## config.mk

```make
export PLATFORM = sky130hd
export DESIGN_NAME = pipe_hazard_ctrl
export DESIGN_NICKNAME = d
export VERILOG_FILES = /design/src/rtl/pipe_hazard_ctrl.sv
export SDC_FILE = /design/constraint.sdc
export NUM_CORES = 1
export LEC_CHECK = 0
export CORE_ASPECT_RATIO = 0.8
export CORE_MARGIN = 2
export CORE_UTILIZATION = 54
export DETAILED_ROUTE_END_ITERATION = 12
export GPL_TIMING_DRIVEN = 0
export PLACE_DENSITY = 0.85
export SLEW_MARGIN = 0
export SYNTH_ARGS = -nofsm -noshare
export SYNTH_HDL_FRONTEND = slang
export SYNTH_SLANG_ARGS = --single-unit
export TNS_END_PERCENT = 5
```

## constraint.sdc

```tcl
create_clock -name clk -period 5.9 [get_ports clk]
set_input_delay 0.885 -clock clk [delete_from_list [all_inputs] [get_ports clk]]
set_output_delay 0.885 -clock clk [all_outputs]
set_load 0.02 [all_outputs]
```

## src/rtl/pipe_hazard_ctrl.sv

```systemverilog
// Pipeline hazard controller: load-use stall, branch/jump flush and EX operand forwarding.
// Keeps a shadow copy of the EX/MEM/WB destination info and counts stall/flush cycles.
module pipe_hazard_ctrl #(
    parameter int unsigned ADDR_W = 5,
    parameter int unsigned N_SRC  = 2,
    parameter int unsigned CNT_W  = 16
) (
    input  logic                      clk,
    input  logic                      reset,
    input  logic                      id_valid,
    input  logic [N_SRC*ADDR_W-1:0]   id_src,
    input  logic [N_SRC-1:0]          id_src_used,
    input  logic [ADDR_W-1:0]         id_rd,
    input  logic                      id_regwrite,
    input  logic                      id_memread,
    input  logic                      id_jump,
    input  logic                      mem_branch_taken,
    output logic                      pc_en,
    output logic                      ifid_en,
    output logic                      ifid_flush,
    output logic                      idex_flush,
    output logic                      exmem_flush,
    output logic [2*N_SRC-1:0]        fwd_sel,
    output logic [CNT_W-1:0]          stall_cnt,
    output logic [CNT_W-1:0]          flush_cnt
);

    localparam int unsigned SRC_W = N_SRC * ADDR_W;

    logic                ex_valid, ex_regwrite, ex_memread;
    logic [ADDR_W-1:0]   ex_rd;
    logic [SRC_W-1:0]    ex_src;
    logic [N_SRC-1:0]    ex_src_used;
    logic                mem_valid, mem_regwrite;
    logic [ADDR_W-1:0]   mem_rd;
    logic                wb_valid, wb_regwrite;
    logic [ADDR_W-1:0]   wb_rd;

    logic load_use_c;
    logic redirect_c;
    logic stall_c;
    logic jump_c;
    logic ex_load_c;

    // Load in EX whose non-zero destination is read by the instruction in ID
    always_comb begin
        load_use_c = 1'b0;
        if (id_valid && ex_valid && ex_memread && (ex_rd != '0)) begin
            for (int k = 0; k < int'(N_SRC); k++) begin
                if (id_src_used[k] && (id_src[k*ADDR_W +: ADDR_W] == ex_rd))
                    load_use_c = 1'b1;
            end
        end
    end

    // Redirect outranks stall, stall outranks jump; reset forces the idle pattern
    always_comb begin
        pc_en       = 1'b1;
        ifid_en     = 1'b1;
        ifid_flush  = 1'b0;
        idex_flush  = 1'b0;
        exmem_flush = 1'b0;
        redirect_c  = 1'b0;
        stall_c     = 1'b0;
        jump_c      = 1'b0;
        if (reset) begin
            pc_en = 1'b1;
        end else if (mem_branch_taken) begin
            redirect_c  = 1'b1;
            ifid_flush  = 1'b1;
            idex_flush  = 1'b1;
            exmem_flush = 1'b1;
        end else if (load_use_c) begin
            stall_c    = 1'b1;
            pc_en      = 1'b0;
            ifid_en    = 1'b0;
            idex_flush = 1'b1;
        end else if (id_jump && id_valid) begin
            jump_c     = 1'b1;
            ifid_flush = 1'b1;
        end
    end

    // MEM/WB writers of a non-zero register feed EX operands; MEM is the younger value
    always_comb begin
        fwd_sel = '0;
        for (int k = 0; k < int'(N_SRC); k++) begin
            if (ex_src_used[k] && mem_valid && mem_regwrite && (mem_rd != '0) &&
                (mem_rd == ex_src[k*ADDR_W +: ADDR_W]))
                fwd_sel[2*k +: 2] = 2'b10;
            else if (ex_src_used[k] && wb_valid && wb_regwrite && (wb_rd != '0) &&
                     (wb_rd == ex_src[k*ADDR_W +: ADDR_W]))
                fwd_sel[2*k +: 2] = 2'b01;
        end
    end

    assign ex_load_c = id_valid && !stall_c && !redirect_c;

    // Bubbles and flushed slots carry no reads, so they never request forwarding
    always_ff @(posedge clk or posedge reset) begin
        if (reset) begin
            ex_valid     <= 1'b0;
            ex_regwrite  <= 1'b0;
            ex_memread   <= 1'b0;
            ex_rd        <= '0;
            ex_src       <= '0;
            ex_src_used  <= '0;
            mem_valid    <= 1'b0;
            mem_regwrite <= 1'b0;
            mem_rd       <= '0;
            wb_valid     <= 1'b0;
            wb_regwrite  <= 1'b0;
            wb_rd        <= '0;
            stall_cnt    <= '0;
            flush_cnt    <= '0;
        end else begin
            ex_valid     <= ex_load_c;
            ex_src_used  <= ex_load_c ? id_src_used : '0;
            ex_regwrite  <= id_regwrite;
            ex_memread   <= id_memread;
            ex_rd        <= id_rd;
            ex_src       <= id_src;
            mem_valid    <= ex_valid && !redirect_c;
            mem_regwrite <= ex_regwrite;
            mem_rd       <= ex_rd;
            wb_valid     <= mem_valid;
            wb_regwrite  <= mem_regwrite;
            wb_rd        <= mem_rd;
            if (stall_c && (stall_cnt != '1))
                stall_cnt <= stall_cnt + CNT_W'(1);
            if ((redirect_c || jump_c) && (flush_cnt != '1))
                flush_cnt <= flush_cnt + CNT_W'(1);
        end
    end

endmodule

```

==> metrics.cfg <==
[job]
max_cap_violations=0

[final_layout]
area_growth_pct=34.3
final_common_cell=dfrtp_1
final_core_util_pct=76.4
drive_gt1_share_pct=10.2
antennaDiodeCount=0
final_cell_mix=66 x dfrtp_1, 64 x clkdlybuf4s50_1, 38 x xnor2_1, 22 x xor2_1
nNetsFinal=343

[routing]
drt-total-wl_mm=6.22
routed_via_density=5.46
avgRoutedWirePerCell_um=16.2
firstDrtPassIters=4
dr_total_vias=2095
drt_iter0_drc=95
drc_errors=0
antenna_left=0

[placement]
port_buffers=64
place_congestion=0.784
dp_slack_ns=1.72
dp_hpwl_mm=4.39

[global_routing]
track_usage_pct=23.2
global_route.overflow_total=0
grt_max_degree=39
antenna_found_initial=0
grt_pass1_wl_mm=10.6
grt_pass1_vias=2159

[timing]
period_minus_slack_ns=4.23
fin_crit_sh_pct=71.7
slew_headroom_pct=55.3
fin_tns_setup_ns=0
rsz0062_at_grt=false
worst_pin_slew_ns=0.670
maxSlewViolCount=0
finalHoldViolCount=0
hold_ws_ns=0.353
finClkSkew_ns=0.00933
max_freq_mhz=236
finalSetupViolations=0
setup_ws_ns=1.67

[worst_setup_path]
critPathCaptureType=output pin
crit_slowest_cell=clkdlybuf4s50_1
startpoint_type=input pin
cp_max_fo=4
cp_common_cell=clkdlybuf4s50_1
crit_required_ns=5.02
crit_chain=clkdlybuf4s50_1 -> xnor2_1 -> nand4_1 -> o32ai_4 -> and2_2 -> nand2_1 -> a21oi_1 -> clkdlybuf4s50_1
crit_family=buffers and inverters
cp.arrival_ns=3.34
path_buf_inv=2
criticalPathCategory=input pin to output pin
critPathMaxStageDelay_ns=0.65

[logic_synthesis]
postSynthCellCount=241
synth_cell_types=34
yosys.area.top_type=dfrtp_1
synth_area_per_cell_um2=12.0
synth_flop_cell=dfrtp_1
ys_ff_latch=66
ys_seq_area_share_pct=57.3
synth-edff-count=0
yosys_warnings=0
synth_area_leaders=dfrtp_1 57%, xnor2_1 12%, xor2_1 6.7%, nand3_1 2.8%, nand4_1 2.4%
async_reset_ff_share_pct=100
synth_nets=267
synth_area_mm2=0.00288
netlist.area_leader.share_pct=57.3

[cts]
holdBufCountCts=0
ctsResizeCount=0
post_cts_buffers=0
ctsLongestPathBuffers=2
numCtsBuffers=9
insertion_delay_ns=0.34
h-tree-depth=3
cts-root-buf=clkbuf_8
clock_sinks=66
clk_pin_slew_ns=0.07
cts_tree=built

[worst_hold_path]
min_path_type=flop to flop

[power_and_ir_drop]
p_leak_uw=0.00170
power_density_mw_per_mm2=296
peakVddDrop_mv=0.260

[floorplanning]
initial_core_util_pct=56.9
die_y_um=69.3
num_io_pins=65
die-area_mm2=0.00594
core-area_mm2=0.00506
die_x_um=85.7
placementRows=23

[run_status]
status=finished, final reports clean

==> synthesized netlist by cell type, types with 6 or more instances <==
| library cell | number |
|---|---|
| dfrtp_1 | 66 |
| xnor2_1 | 38 |
| xor2_1 | 22 |
| nand2_1 | 16 |
| nand3_1 | 16 |
| nand4_1 | 11 |
| and3_1 | 9 |
| nor2_1 | 9 |
| nor3_1 | 9 |
| inv_1 | 8 |
| nor4_1 | 6 |
==> through the flow <==
step | total power, uW | std cells | cell area, um2
6_report | 1150 | 384 | 3870
5_1_grt | 1200 | 384 | 3870
4_1_cts | 1160 | 384 | 3870
3_5_place_dp | 689 | 368 | 3620
3_3_place_gp | 684 | 367 | 3600
2_1_floorplan | 610 | 241 | 2880
==> cell families after synthesis <==
group | synth area share (%)
AND/OR/NAND/NOR | 16.5
adder cells (fa/ha/maj) | 0.869
flip-flops | 57.3
buffers and inverters | 2.26
XOR/XNOR | 18.2
multiplexers | 0.782
AO/OA/AOI/OAI | 4.00
==> cell type report <==
| class | count | area [um2] |
|---|---|---|
| clock buffers | 10 | 138 |
| plain buffers | 4 | 35.0 |
| repair buffers | 65 | 661 |
| clock inverters | 6 | 113 |
| flip-flops and latches | 66 | 1650 |
| fillers | 324 | 1200 |
| well taps | 62 | 77.6 |
| inverters | 8 | 30.0 |
| multi-input cells | 163 | 1160 |
==> sequential cells by signal, indices dropped and copies added (netlist names) <==
register,cells
ex_src_used,2
wb_regwrite,1
mem_rd,5
mem_valid,1
ex_rd,5
ex_valid,1
flush_cnt,16
stall_cnt,16
wb_rd,5
ex_src,10
wb_valid,1
ex_regwrite,1
mem_regwrite,1
ex_memread,1
==> worst register-to-register path: stages (launching register included) <==
cell and delay [ns]:
dfrtp_1 0.44, ha_1 0.24, nand3_1 0.22, nor2_1 0.11
a31oi_1 0.26, nand3_1 0.28, buf_6 0.24, nor3_1 0.22
xor2_1 0.16
==> where the power goes <==
part | switching, uW | leakage [uW] | total, uW | internal, uW
logic | 74.7 | 0.000743 | 160 | 85.3
clock network | 172 | 0.000127 | 465 | 294
registers | 37.8 | 0.000828 | 521 | 484
==> path summary, 6_finish.rpt <==
| check | cells after the start | endpoint | start | slack, ns |
|---|---|---|---|---|
| worst max-delay path | 8 | idex_flush | id_src[0] | 1.67 |
| worst min-delay path | 0 | mem_regwrite$_DFF_PP0_ | ex_regwrite$_DFF_PP0_ | 0.35 |
| worst max register to register | 8 | stall_cnt[5]$_DFFE_PP0P_ | stall_cnt[0]$_DFFE_PP0P_ | 3.67 |
| worst min register to register | 0 | mem_regwrite$_DFF_PP0_ | ex_regwrite$_DFF_PP0_ | 0.35 |
| max in group asynchronous | 3 | stall_cnt[7]$_DFFE_PP0P_ | reset | 4.20 |
| min in group asynchronous | 2 | stall_cnt[15]$_DFFE_PP0P_ | reset | 1.08 |
==> metal layers <==
metal	up-vias	global-route usage [%]	wire [um]
li1	986	-	-
met1	1037	29.6	2680
met2	59	37.4	3100
met3	13	6.43	298
met4	0	9.52	138
met5	-	0	0
Power figures use the tool's default switching activity.
